===== config.mk =====
export PLATFORM = sky130hd
export DESIGN_NAME = predictor_history_tracker
export DESIGN_NICKNAME = d
export VERILOG_FILES = /design/src/rtl/predictor_history_tracker.sv
export SDC_FILE = /design/constraint.sdc
export NUM_CORES = 1
export LEC_CHECK = 0
export CAP_MARGIN = 30
export CORE_AREA = 2 2 264 292
export DETAILED_ROUTE_END_ITERATION = 6
export DIE_AREA = 0 0 266 294
export GPL_ROUTABILITY_DRIVEN = 0
export MAX_ROUTING_LAYER = met4
export PLACE_DENSITY = 0.84
export SETUP_SLACK_MARGIN = 0.3
export SLEW_MARGIN = 20
export SYNTH_ARGS = -nofsm -noshare
export SYNTH_HDL_FRONTEND = slang
export SYNTH_SLANG_ARGS = --single-unit

===== constraint.sdc =====
create_clock -name clock -period 31.6 [get_ports clock]
set_clock_uncertainty 0.05 [all_clocks]
set_input_delay 6.32 -clock clock [delete_from_list [all_inputs] [get_ports clock]]
set_output_delay 6.32 -clock clock [all_outputs]
set_load 0.005 [all_outputs]

===== src/rtl/predictor_history_tracker.sv =====
// predictor_history_tracker: speculative global history plus in-flight branch queue
// between fetch, a one-cycle branch predictor harness and in-order resolution.
module predictor_history_tracker #(
  parameter int DEPTH = 8
) (
  input  logic        clock,
  input  logic        reset,
  input  logic        fetch_valid,
  input  logic [63:0] fetch_pc,
  output logic        fetch_ready,
  output logic        req_valid,
  output logic [63:0] req_pc,
  output logic [63:0] req_hist,
  input  logic        req_taken,
  output logic        resp_valid,
  output logic        resp_taken,
  input  logic        resolve_valid,
  input  logic        resolve_taken,
  output logic        resolve_ready,
  output logic        update_valid,
  output logic [63:0] update_pc,
  output logic [63:0] update_hist,
  output logic        update_taken,
  output logic        mispredict
);
  localparam int AW = $clog2(DEPTH);
  typedef enum logic {IDLE, WAIT} state_t;
  state_t state, state_next;
  logic [AW-1:0] head, tail, last;
  logic [AW:0] count;
  logic [63:0] ghist, ghist_next;
  logic [63:0] pc_q [DEPTH];
  logic [63:0] hist_q [DEPTH];
  logic [DEPTH-1:0] pred_q, known_q;
  logic fire, pop, mis, capture, push;
  always_comb begin
    fetch_ready = state == IDLE && count < (AW+1)'(DEPTH);
    fire = fetch_valid && fetch_ready;
    resolve_ready = count != '0 && known_q[head];
    pop = resolve_valid && resolve_ready;
    mis = pop && resolve_taken != pred_q[head];
    capture = state == WAIT;
    push = fire && !mis;
    last = tail - AW'(1);
    req_valid = fire;
    req_pc = fire ? fetch_pc : '0;
    req_hist = fire ? ghist : '0;
    resp_valid = capture && !mis;
    resp_taken = resp_valid && req_taken;
    // A misprediction rebuilds history from the checkpoint taken when the head was fetched
    ghist_next = mis ? {hist_q[head][62:0], resolve_taken} : capture ? {ghist[62:0], req_taken} : ghist;
    state_next = mis ? IDLE : push ? WAIT : capture ? IDLE : state;
  end
  always_ff @(posedge clock)
    if (reset) state <= IDLE;
    else state <= state_next;
  always_ff @(posedge clock) begin
    if (reset) begin
      ghist <= '0;
      head <= '0;
      tail <= '0;
      count <= '0;
      update_valid <= 1'b0;
      update_pc <= '0;
      update_hist <= '0;
      update_taken <= 1'b0;
      mispredict <= 1'b0;
    end else begin
      ghist <= ghist_next;
      update_valid <= pop;
      update_pc <= pop ? pc_q[head] : '0;
      update_hist <= pop ? hist_q[head] : '0;
      update_taken <= pop && resolve_taken;
      mispredict <= mis;
      head <= mis ? '0 : head + AW'(pop);
      tail <= mis ? '0 : tail + AW'(push);
      count <= mis ? '0 : count + (AW+1)'(push) - (AW+1)'(pop);
    end
  end
  always_ff @(posedge clock) begin
    if (push) begin
      pc_q[tail] <= fetch_pc;
      hist_q[tail] <= ghist;
      pred_q[tail] <= 1'b0;
      known_q[tail] <= 1'b0;
    end
    if (capture && !mis) begin
      pred_q[last] <= req_taken;
      known_q[last] <= 1'b1;
    end
  end
endmodule

==> impl_results.md <==
- Setup TNS: 0 ns
- Largest cells by area after synthesis: edfxtp_1, mux4_2, dfxtp_1
- Vias in the first global route: 25435
- Crit path from: resolve_valid
- Crit path kind: in2out
- Final Cycle Share: 50.10%
- Nets: 2773
- Most frequent cell after synthesis: edfxtp_1
- Global-route wire length before repair: 156.5 mm
- Post-CTS sizing: 0
- Hold path start: known_q[7]$_DFF_P_
- Site Rows: 106
- Vias per cell: 6.426
- Initial DRT Pass Iterations: 7
- Worst Path Arrival: 9.46 ns
- Clock sinks: 1246
- Dpl ws: 15.82 ns
- Largest net degree at the start of global routing: 144
- Setup WS post-layout: 15.77 ns
- Final non-filler cell total: 3766
- Status: finished, final reports clean
- DP HPWL: 55.06 mm
- Yosys warnings: 0
- WL/cell: 27.69 um
- Most frequent cell on the critical path: clkdlybuf4s50_1
- Min Clock Period, post-route: 15.83 ns
- Post-CTS Setup Bufs: 0
- Syn Area/Cell: 19.93 um^2
- FMAX: 0.06317 GHz
- Crit path largest cell delay: 0.71 ns
- CP bufs+invs: 4
- Final setup fails: 0
- IO Port Bufs: 333
- Final global-route overflow total: 0
- Bufs on Longest Clock Path: 3
- Starting density of the core: 62.32%
- Layout cells sized above 1: 19.95%
- DR iter-0 viols: 2365
- Critical path startpoint category: input port
- Max Transition Viols Final: 0
- Mapped Area: 46950 um^2
- Die X: 266 um
- RSZ-0062 raised after global routing: false
- Lkg Pwr: 17.85 nW
- Drt total wl: 104.3 mm
- Number of synthesized flops with an enable pin: 1024
- Die Y: 294 um
- Post-Route Utilization: 73.30%
- Largest area contributor in the netlist: edfxtp_1
- I/O pin count: 334
- Asr flop ratio synth: 0%
- Max-slew headroom: 27.94%
- CP max-delay cell: inv_2
- Clock transition at the registers of the reported paths: 0.06 ns
- Top cell type's share of synthesized area: 65.50%
- Delay-heaviest family, CP: buffers and inverters
- Sequential-to-total area share from yosys stat: 74.96%
- Worst hold-check path type: reg2reg
- FF-to-FF setup slack: 25.52 ns
- Antenna violations before repair: 1
- Reg-to-reg startpoint: head[1]$_SDFF_PP0_
- Vias: 24200
- Fillers: 4093
- CTS tree: done
- Placeable Area: 75330 um^2
- CP Capture Type: output port
- Area grow syn2layout: 17.61%
- ANT nets after route: 0
- #FFs+latches synth: 1246
- Max VDD drop: 0.04668 mV
- Cts bufs inserted: 113
- Post-Syn Nets: 2437
- GRT Total Usage: 27.79%
- Power Density: 63.44 nW/um^2
- Placed insts: 3546
- H-tree depth: 3
- CP Cell Sequence: clkdlybuf4s50_1 > nor2b_1 > o21ai_2 > buf_4 > inv_2 > nand2_2 > and2_1 > clkdlybuf4s50_1
- Clk root buf: clkbuf_16
- Yosys cell types: 54
- Cells after synthesis: 2356
- Die ar.: 78200 um^2
- Most instantiated cells after synthesis: edfxtp_1, mux4_2, dfxtp_1, mux2i_1, and3_1
- Data required time of the worst path: 25.23 ns
- Hold-fix buffers, CTS: 0
- Clock latency on the worst-skew pair: 0.68 ns
- Worst Tran Pin Value: 1.081 ns
- Final Hold Viols: 0
- Max cap viols: 0
- Ys flop type: edfxtp_1
- Number of remaining DRC errors: 0
- Worst-path maximum fanout: 38
worst reg2reg max path: stages, from the launching register on:
cell and delay (ns):
dfxtp_4 0.96, buf_4 0.94, mux2_2 0.47, a22o_1 0.26, o21ai_2 0.11, buf_4 0.31
inv_2 0.44, a21oi_4 0.87, buf_4 0.47, buf_4 0.76
sequential cells by signal (all words and copies together), names as in the netlist:
signal and flops:
update_valid 1, head 3, known_q 8, capture 1
pc_q 512, update_pc 64, pred_q 8, mispredict 1
count 4, update_hist 64, update_taken 1, tail 3
hist_q 512, ghist 64
logic make-up after synthesis:
logic type	Yosys count	share of synthesized area (%)
AO/OA/AOI/OAI	127	2.721
XOR/XNOR	8	0.1812
adder cells (fa/ha/maj)	11	0.3091
buffers and inverters	184	1.754
flip-flops	1246	74.96
multiplexers	449	16.45
AND/OR/NAND/NOR	331	3.619
where the power goes:
part           leakage [nW]  internal [mW]  switching (mW)  total [mW]
logic                  4.76          0.105           0.156       0.260
clock network          1.84          0.786           0.584        1.37
registers              11.3           1.85          0.0268        1.87
layout make-up:
type	count	area, um^2	area share (%)
antenna	2	5.005	0.009064
clock buffer	150	3119	5.649
clock inverter	65	656.9	1.190
inverter	25	93.84	0.1699
multi-input combinational	926	11070	20.04
sequential	1246	35210	63.76
tap	972	1216	2.203
timing repair buffer	380	3849	6.970
path summary, 6_finish.rpt:
kind,end,cells past startpoint
setup / recovery,resp_valid,8
hold / removal,known_q[7]$_DFF_P_,2
setup reg to reg,pc_q[5][29]$_DFFE_PP_,9
hold reg to reg,known_q[7]$_DFF_P_,2
metrics by stage:
stage               total power, mW  instance area [um^2]  hold slack [ns]
floorplan                     2.066                 46950           0.3852
global placement              2.146                 51250           0.3973
detailed placement            2.164                 51350           0.3977
CTS                           3.520                 55130           0.4070
global route                  3.604                 55210           0.4345
finish                        3.503                 55220           0.4105
placed cells by master (no fill, tap or decap), types with 8 or more instances in the layout:
| cell type | n |
|---|---|
| bufinv_16 | 11 |
| ha_1 | 10 |
| o2111ai_1 | 8 |
| clkinv_2 | 25 |
| nor3_1 | 12 |
| clkinv_1 | 15 |
| clkinvlp_4 | 9 |
| dfxtp_1 | 218 |
| inv_1 | 23 |
| nor2b_1 | 14 |
| mux2_2 | 12 |
| a211oi_2 | 18 |
| clkbuf_16 | 115 |
| o32ai_1 | 25 |
| nor2_1 | 136 |
| clkbuf_8 | 11 |
| edfxtp_1 | 1024 |
| mux2i_1 | 180 |
| o32ai_2 | 19 |
| clkdlybuf4s50_1 | 331 |
| and3_1 | 143 |
| buf_4 | 38 |
| clkbuf_1 | 24 |
| a221oi_1 | 11 |
| mux4_2 | 257 |
layer usage:
metal,vias to the layer above,GRT usage (%),routed length [um]
met5,-,-,0
met2,1149,45.46,53550
li1,10201,-,-
met3,205,3.799,6935
met1,12645,35.79,40110
met4,0,11.18,3677
(Power assumes the default switching activity.)
